$ cat src/rtl/mem_arb_pkg.sv
// Shared types and defaults for the fetch/data memory port arbiter.
package mem_arb_pkg;

    typedef enum logic [1:0] {
        StIdle,
        StBusyI,
        StBusyD
    } arb_state_e;

    localparam int unsigned PORT_I = 0;
    localparam int unsigned PORT_D = 1;

    localparam int unsigned DEF_MEM_LAT    = 2;
    localparam int unsigned DEF_STARVE_MAX = 4;

endpackage

$ cat src/rtl/mem_port_arbiter_if.sv
// Bundle of fetch port, data port and memory-side signals around the arbiter.
interface mem_port_arbiter_if #(
    parameter int unsigned ADDR_W = 32,
    parameter int unsigned DATA_W = 32
);
    logic              if_req;
    logic [ADDR_W-1:0] if_addr;
    logic [DATA_W-1:0] if_rdata;
    logic              if_valid;
    logic              if_stall;
    logic              d_req;
    logic              d_we;
    logic [ADDR_W-1:0] d_addr;
    logic [DATA_W-1:0] d_wdata;
    logic [DATA_W-1:0] d_rdata;
    logic              d_valid;
    logic              d_stall;
    logic [ADDR_W-1:0] mem_addr;
    logic [DATA_W-1:0] mem_wdata;
    logic              mem_read;
    logic              mem_write;
    logic [DATA_W-1:0] mem_rdata;

    // Arbiter side
    modport slave (
        input  if_req, if_addr, d_req, d_we, d_addr, d_wdata, mem_rdata,
        output if_rdata, if_valid, if_stall, d_rdata, d_valid, d_stall,
               mem_addr, mem_wdata, mem_read, mem_write
    );

    // Pipeline / memory side
    modport master (
        output if_req, if_addr, d_req, d_we, d_addr, d_wdata, mem_rdata,
        input  if_rdata, if_valid, if_stall, d_rdata, d_valid, d_stall,
               mem_addr, mem_wdata, mem_read, mem_write
    );

endinterface

$ cat src/rtl/mem_arb_timer.sv
// Loadable down-counter tracking the remaining busy cycles of a memory access.
module mem_arb_timer #(
    parameter int unsigned MEM_LAT = 2
) (
    input  logic clk,
    input  logic rst_n,
    input  logic load,
    input  logic dec,
    output logic zero
);
    localparam int unsigned CW = $clog2(MEM_LAT + 1);

    logic [CW-1:0] cnt_q;

    always_ff @(posedge clk or negedge rst_n) begin
        if (!rst_n) begin
            cnt_q <= '0;
        end else if (load) begin
            cnt_q <= CW'(MEM_LAT - 1);
        end else if (dec && (cnt_q != '0)) begin
            cnt_q <= cnt_q - 1'b1;
        end
    end

    assign zero = (cnt_q == '0);

endmodule

$ cat src/rtl/mem_port_arbiter.sv
// Arbitrates one single-ported memory between fetch and data; data has priority
// except when fetch has been passed over STARVE_MAX times in a row.
module mem_port_arbiter
    import mem_arb_pkg::*;
#(
    parameter int unsigned ADDR_W     = 32,
    parameter int unsigned DATA_W     = 32,
    parameter int unsigned MEM_LAT    = DEF_MEM_LAT,
    parameter int unsigned STARVE_MAX = DEF_STARVE_MAX
) (
    input logic               clk,
    input logic               rst_n,
    mem_port_arbiter_if.slave bus
);
    localparam int unsigned SW = $clog2(STARVE_MAX + 1);

    arb_state_e        state_q, state_d;
    logic [SW-1:0]     starve_q, starve_d;
    logic [ADDR_W-1:0] mem_addr_q, mem_addr_d;
    logic [DATA_W-1:0] mem_wdata_q, mem_wdata_d;
    logic              mem_read_q, mem_read_d;
    logic              mem_write_q, mem_write_d;
    logic [DATA_W-1:0] if_rdata_q, d_rdata_q;
    logic [DATA_W-1:0] if_rdata_c, d_rdata_c;

    logic busy, done, lat_zero;
    logic req_i, req_d, grant_i, grant_d, grant, grant_port;
    logic if_valid_c, d_valid_c;

    mem_arb_timer #(
        .MEM_LAT(MEM_LAT)
    ) u_timer (
        .clk  (clk),
        .rst_n(rst_n),
        .load (grant),
        .dec  (busy),
        .zero (lat_zero)
    );

    always_comb begin
        busy = (state_q != StIdle);
        done = busy && lat_zero;
        // The port just served is masked so the other one gets the completion edge
        req_i = bus.if_req && !(done && (state_q == StBusyI));
        req_d = bus.d_req && !(done && (state_q == StBusyD));
        grant_d = (!busy || done) && req_d && !(req_i && (starve_q == SW'(STARVE_MAX)));
        grant_i = (!busy || done) && req_i && !grant_d;
        grant = grant_i || grant_d;
        grant_port = grant_d ? 1'(PORT_D) : 1'(PORT_I);

        if_valid_c = done && (state_q == StBusyI);
        d_valid_c  = done && (state_q == StBusyD);
        if_rdata_c = if_valid_c ? bus.mem_rdata : if_rdata_q;
        d_rdata_c  = (d_valid_c && mem_read_q) ? bus.mem_rdata : d_rdata_q;
    end

    always_comb begin
        state_d     = state_q;
        starve_d    = starve_q;
        mem_addr_d  = mem_addr_q;
        mem_wdata_d = mem_wdata_q;
        mem_read_d  = mem_read_q;
        mem_write_d = mem_write_q;

        if (grant) begin
            if (grant_port == 1'(PORT_D)) begin
                state_d     = StBusyD;
                mem_addr_d  = bus.d_addr;
                mem_wdata_d = bus.d_wdata;
                mem_read_d  = !bus.d_we;
                mem_write_d = bus.d_we;
                if (bus.if_req && (starve_q != SW'(STARVE_MAX))) begin
                    starve_d = starve_q + 1'b1;
                end
            end else begin
                state_d     = StBusyI;
                mem_addr_d  = bus.if_addr;
                mem_read_d  = 1'b1;
                mem_write_d = 1'b0;
                starve_d    = '0;
            end
        end else if (done) begin
            state_d     = StIdle;
            mem_read_d  = 1'b0;
            mem_write_d = 1'b0;
        end
    end

    always_ff @(posedge clk or negedge rst_n) begin
        if (!rst_n) begin
            state_q     <= StIdle;
            starve_q    <= '0;
            mem_addr_q  <= '0;
            mem_wdata_q <= '0;
            mem_read_q  <= 1'b0;
            mem_write_q <= 1'b0;
            if_rdata_q  <= '0;
            d_rdata_q   <= '0;
        end else begin
            state_q     <= state_d;
            starve_q    <= starve_d;
            mem_addr_q  <= mem_addr_d;
            mem_wdata_q <= mem_wdata_d;
            mem_read_q  <= mem_read_d;
            mem_write_q <= mem_write_d;
            if_rdata_q  <= if_rdata_c;
            d_rdata_q   <= d_rdata_c;
        end
    end

    assign bus.if_valid  = if_valid_c;
    assign bus.d_valid   = d_valid_c;
    assign bus.if_rdata  = if_rdata_c;
    assign bus.d_rdata   = d_rdata_c;
    assign bus.if_stall  = bus.if_req & ~if_valid_c;
    assign bus.d_stall   = bus.d_req & ~d_valid_c;
    assign bus.mem_addr  = mem_addr_q;
    assign bus.mem_wdata = mem_wdata_q;
    assign bus.mem_read  = mem_read_q;
    assign bus.mem_write = mem_write_q;

endmodule
$ cat src/flat_wrapper.sv
// flat-port wrapper written by rule: the top's interface ports become plain ports
module mem_port_arbiter_flat import mem_arb_pkg::*;
#(
    parameter int unsigned ADDR_W     = 32,
    parameter int unsigned DATA_W     = 32,
    parameter int unsigned MEM_LAT    = DEF_MEM_LAT,
    parameter int unsigned STARVE_MAX = DEF_STARVE_MAX
)
  (clk, rst_n, bus_if_req, bus_if_addr, bus_d_req, bus_d_we, bus_d_addr, bus_d_wdata, bus_mem_rdata, bus_if_rdata, bus_if_valid, bus_if_stall, bus_d_rdata, bus_d_valid, bus_d_stall, bus_mem_addr, bus_mem_wdata, bus_mem_read, bus_mem_write);
  mem_port_arbiter_if #(.ADDR_W(ADDR_W), .DATA_W(DATA_W)) bus_i ();
  input logic clk;
  input logic rst_n;
  input wire logic [$bits(bus_i.if_req)-1:0] bus_if_req;
  input wire logic [$bits(bus_i.if_addr)-1:0] bus_if_addr;
  input wire logic [$bits(bus_i.d_req)-1:0] bus_d_req;
  input wire logic [$bits(bus_i.d_we)-1:0] bus_d_we;
  input wire logic [$bits(bus_i.d_addr)-1:0] bus_d_addr;
  input wire logic [$bits(bus_i.d_wdata)-1:0] bus_d_wdata;
  input wire logic [$bits(bus_i.mem_rdata)-1:0] bus_mem_rdata;
  output wire logic [$bits(bus_i.if_rdata)-1:0] bus_if_rdata;
  output wire logic [$bits(bus_i.if_valid)-1:0] bus_if_valid;
  output wire logic [$bits(bus_i.if_stall)-1:0] bus_if_stall;
  output wire logic [$bits(bus_i.d_rdata)-1:0] bus_d_rdata;
  output wire logic [$bits(bus_i.d_valid)-1:0] bus_d_valid;
  output wire logic [$bits(bus_i.d_stall)-1:0] bus_d_stall;
  output wire logic [$bits(bus_i.mem_addr)-1:0] bus_mem_addr;
  output wire logic [$bits(bus_i.mem_wdata)-1:0] bus_mem_wdata;
  output wire logic [$bits(bus_i.mem_read)-1:0] bus_mem_read;
  output wire logic [$bits(bus_i.mem_write)-1:0] bus_mem_write;
  assign bus_i.if_req = bus_if_req;
  assign bus_i.if_addr = bus_if_addr;
  assign bus_i.d_req = bus_d_req;
  assign bus_i.d_we = bus_d_we;
  assign bus_i.d_addr = bus_d_addr;
  assign bus_i.d_wdata = bus_d_wdata;
  assign bus_i.mem_rdata = bus_mem_rdata;
  assign bus_if_rdata = bus_i.if_rdata;
  assign bus_if_valid = bus_i.if_valid;
  assign bus_if_stall = bus_i.if_stall;
  assign bus_d_rdata = bus_i.d_rdata;
  assign bus_d_valid = bus_i.d_valid;
  assign bus_d_stall = bus_i.d_stall;
  assign bus_mem_addr = bus_i.mem_addr;
  assign bus_mem_wdata = bus_i.mem_wdata;
  assign bus_mem_read = bus_i.mem_read;
  assign bus_mem_write = bus_i.mem_write;
  mem_port_arbiter #(.ADDR_W(ADDR_W), .DATA_W(DATA_W), .MEM_LAT(MEM_LAT), .STARVE_MAX(STARVE_MAX)) u_core (.clk(clk), .rst_n(rst_n), .bus(bus_i));
endmodule
$ cat config.mk
export PLATFORM = sky130hd
export DESIGN_NAME = mem_port_arbiter_flat
export DESIGN_NICKNAME = d
export VERILOG_FILES = /design/src/rtl/mem_arb_pkg.sv /design/src/rtl/mem_port_arbiter_if.sv /design/src/rtl/mem_arb_timer.sv /design/src/rtl/mem_port_arbiter.sv /design/src/flat_wrapper.sv
export SDC_FILE = /design/constraint.sdc
export NUM_CORES = 1
export LEC_CHECK = 0
export CAP_MARGIN = 5
export CORE_MARGIN = 10
export CORE_UTILIZATION = 35
export DETAILED_ROUTE_END_ITERATION = 8
export PLACE_DENSITY_LB_ADDON = 0.15
export SYNTH_ARGS = -nofsm -noshare
export SYNTH_HDL_FRONTEND = slang
export SYNTH_SLANG_ARGS = --single-unit
$ cat constraint.sdc
create_clock -name clk -period 5.29 [get_ports clk]
set_clock_uncertainty 0.05 [all_clocks]
set_input_delay 0.529 -clock clk [delete_from_list [all_inputs] [get_ports clk]]
set_output_delay 0.529 -clock clk [all_outputs]
set_load 0.01 [all_outputs]
==> impl_metrics.json <==
{
  "place_congestion": 0.772,
  "dr.pass1.iters": 4,
  "most-common-layout-cells": "265 x clkdlybuf4s50_1, 137 x dfrtp_1, 104 x nand2_1, 65 x mux2_2",
  "rr_endpoint": "u_core.bus.mem_wdata[27]",
  "setup_violations": 0,
  "final_common_cell": "clkdlybuf4s50_1",
  "setup_tns_ns": 0,
  "synthCells": 442,
  "path_common_cell": "nand2_1",
  "synth_top_area_cell": "dfrtp_1",
  "post-place-ws_ns": 1.66,
  "clk_pin_slew_worst_paths_ns": 0.05,
  "diodes": 0,
  "synth.distinct_cells": 37,
  "dp_hpwl_microns": 13400,
  "fin_nets": 840,
  "cts_tree": "yes",
  "synth-compound-area-share_pct": 8.34,
  "synth_fa_ha_area_share_pct": 0.676,
  "power.density_nw_per_um2": 644,
  "via_per_inst": 4.76,
  "peakVddDrop_mv": 0.267,
  "io_buffer_count": 266,
  "clkLatencyLatePin_ns": 0.41,
  "cts_max_path_buffers": 2,
  "grt-ovfl-total": 0,
  "synth_top_area_share_pct": 61.8,
  "placed_area_sq_um": 8340,
  "die_y_microns": 146,
  "fillCellCount": 1273,
  "period_share_pct": 74.2,
  "cts.repair.resized": 0,
  "drive_gt1_share_pct": 14.3,
  "critical_path_peak_fanout": 36,
  "syn_nets": 578,
  "end_kind": "output port",
  "layout_min_cycle_time_ns": 3.92,
  "holdBufCountCts": 0,
  "yosysWarnings": 0,
  "finalHoldViolations": 0,
  "ys_async_sr_fraction_pct": 100,
  "num_vias": 4405,
  "cts.sinks": 137,
  "setup_slack_ns": 1.37,
  "dpl.cell_count": 896,
  "htreeDepth": 4,
  "wl_microns": 17800,
  "cts_buffers": 17,
  "post_drt_wl_per_cell_microns": 19.2,
  "whs_ns": 0.0983,
  "synth_ff_type": "dfrtp_1",
  "grt_pass1_wl_microns": 28600,
  "seq_area_sq_um": 3430,
  "synth_top_family_by_area": "multiplexers",
  "ios": 267,
  "max-cap-violations": 0,
  "path_class": "flip-flop to output port",
  "rsz0062_at_grt": "no",
  "die_w_microns": 146,
  "cp-startpoint": "u_core.u_timer.cnt_q[0]",
  "max_stage_delay_ns": 0.77,
  "die-area_sq_um": 21300,
  "synthTopCellsByArea": "dfrtp_1 62%, mux2_2 13%, nand2_1 7.0%, a221o_1 5.8%, and2_1 3.6%",
  "synthXorXnorAreaFrac_pct": 0.158,
  "critPathRequiredTime_ns": 4.71,
  "initial_core_util_pct": 36.1,
  "drv_slew": 0,
  "synth_seq_area_share_pct": 61.8,
  "synthMuxAreaShare_pct": 13.4,
  "slew_headroom_pct": 11.2,
  "tightest_slew_ns": 1.33,
  "grt_pass1_vias": 4891,
  "rr_startpoint": "u_core.u_timer.cnt_q[0]",
  "reg2reg_depth": 7,
  "remaining_drc_errors": 0,
  "cp.arrival_ns": 3.34,
  "synth_edf_count": 0,
  "drt-initial-drc-count": 172,
  "syn_area_per_cell_sq_um": 12.6,
  "rows": 45,
  "multi_input_area_sq_um": 1930,
  "cp_slowest_cell": "inv_2",
  "cts_setup_buffers": 0,
  "status": "completed",
  "r2r_setup_slack_ns": 1.67,
  "grt_use_total_pct": 16.8,
  "syn2layout_area_growth_pct": 60.1,
  "hold_path_class": "primary input to asynchronous set/reset pin",
  "stdcell_area_sq_um": 8890,
  "syn_area_sq_um": 5550,
  "path_cells": "inv_1 -> ha_1 -> nand3b_2 -> inv_2 -> nand2_1 -> nand2_1 -> clkdlybuf4s50_1",
  "critPathCapture": "bus_if_rdata[4]",
  "ys_ff_latch": 137,
  "grt_max_degree": 83,
  "grt_antenna_before_repair": 0,
  "critPathLaunchType": "flip-flop",
  "stdcell_count": 925,
  "ant_nets": 0,
  "p_leak_uw": 0.00385,
  "root_buffer": "clkbuf_16",
  "fmax_mhz": 255,
  "coreArea_sq_um": 15400,
  "synthSimpleGateAreaFrac_pct": 12.3
}
## flip-flops by register name, indices dropped and copies added (netlist names)
register              count
u_core.u_timer.cnt_q      2
u_core.starve_q           3
u_core.if_rdata_q        32
u_core.bus.mem_write      1
u_core.d_rdata_q         32
u_core.bus.mem_wdata     32
u_core.bus.mem_addr      32
u_core.bus.mem_read       1
u_core.state_q            2
## critical path: cells and delay by family (launching register included)
kind                       cells  cell delay, ns
buffers and inverters          3            1.38
and+or+nand+nor                3            0.86
DFF                            1            0.38
adders and majority gates      1            0.29
## report_power, final
group | internal (uW) | switching, uW
clock network | 684 | 429
logic | 1590 | 1210
registers | 1580 | 224
## metal layers
metal,wire length [microns],part of all wire (%),GRT usage (%),up-vias
met1,7250,41,19.5,2155
li1,-,-,-,2046
met3,2060,12,9.19,12
met4,134,0.75,3.54,0
met5,0,0,0,-
met2,8340,47,26.6,192
## stage by stage
step | util (%) | power, uW
floorplan | - | 3150
global placement | 54.2 | 4600
detailed placement | 54.2 | 4670
CTS | 57.8 | 5810
global route | 57.8 | 6110
finish | 57.8 | 5720
## worst min path at each step
stage / from / cells after the start / slack, ns / to
after CTS: rst_n / 1 / 0.14 / u_core.d_rdata_q[13]
after global routing: rst_n / 1 / 0.16 / u_core.d_rdata_q[2]
final: rst_n / 1 / 0.1 / u_core.d_rdata_q[10]
after detailed placement: u_core.if_rdata_q[5] / 2 / 0.41 / u_core.if_rdata_q[5]
after global placement: u_core.if_rdata_q[9] / 2 / 0.40 / u_core.if_rdata_q[9]
after floorplan: rst_n / 0 / 0.18 / u_core.bus.mem_addr[0]
## cells by family after synthesis
group / after synthesis
compound gates: 50
xor+xnor: 1
fa+ha+maj: 3
buf+inv: 33
flops: 137
mux: 66
simple gates: 152
## cell usage after synthesis, types with 3 or more instances
library cell    n
a221o_1        32
and2_1         32
buf_2           6
buf_4           4
buf_6           6
clkbuf_1        9
dfrtp_1       137
ha_1            3
inv_1           6
mux2_2         65
nand2_1       104
nor2_1          6
o21ai_0         3
## cell type report
type	instances	share of cell area (%)
repair buffers	269	30.2
well taps	211	2.97
clock inverters	8	0.816
flip-flops and latches	137	38.6
inverters	7	0.296
multi-input cells	272	21.7
clock buffers	21	5.40
No activity file was read; power rests on OpenSTA's default activity.
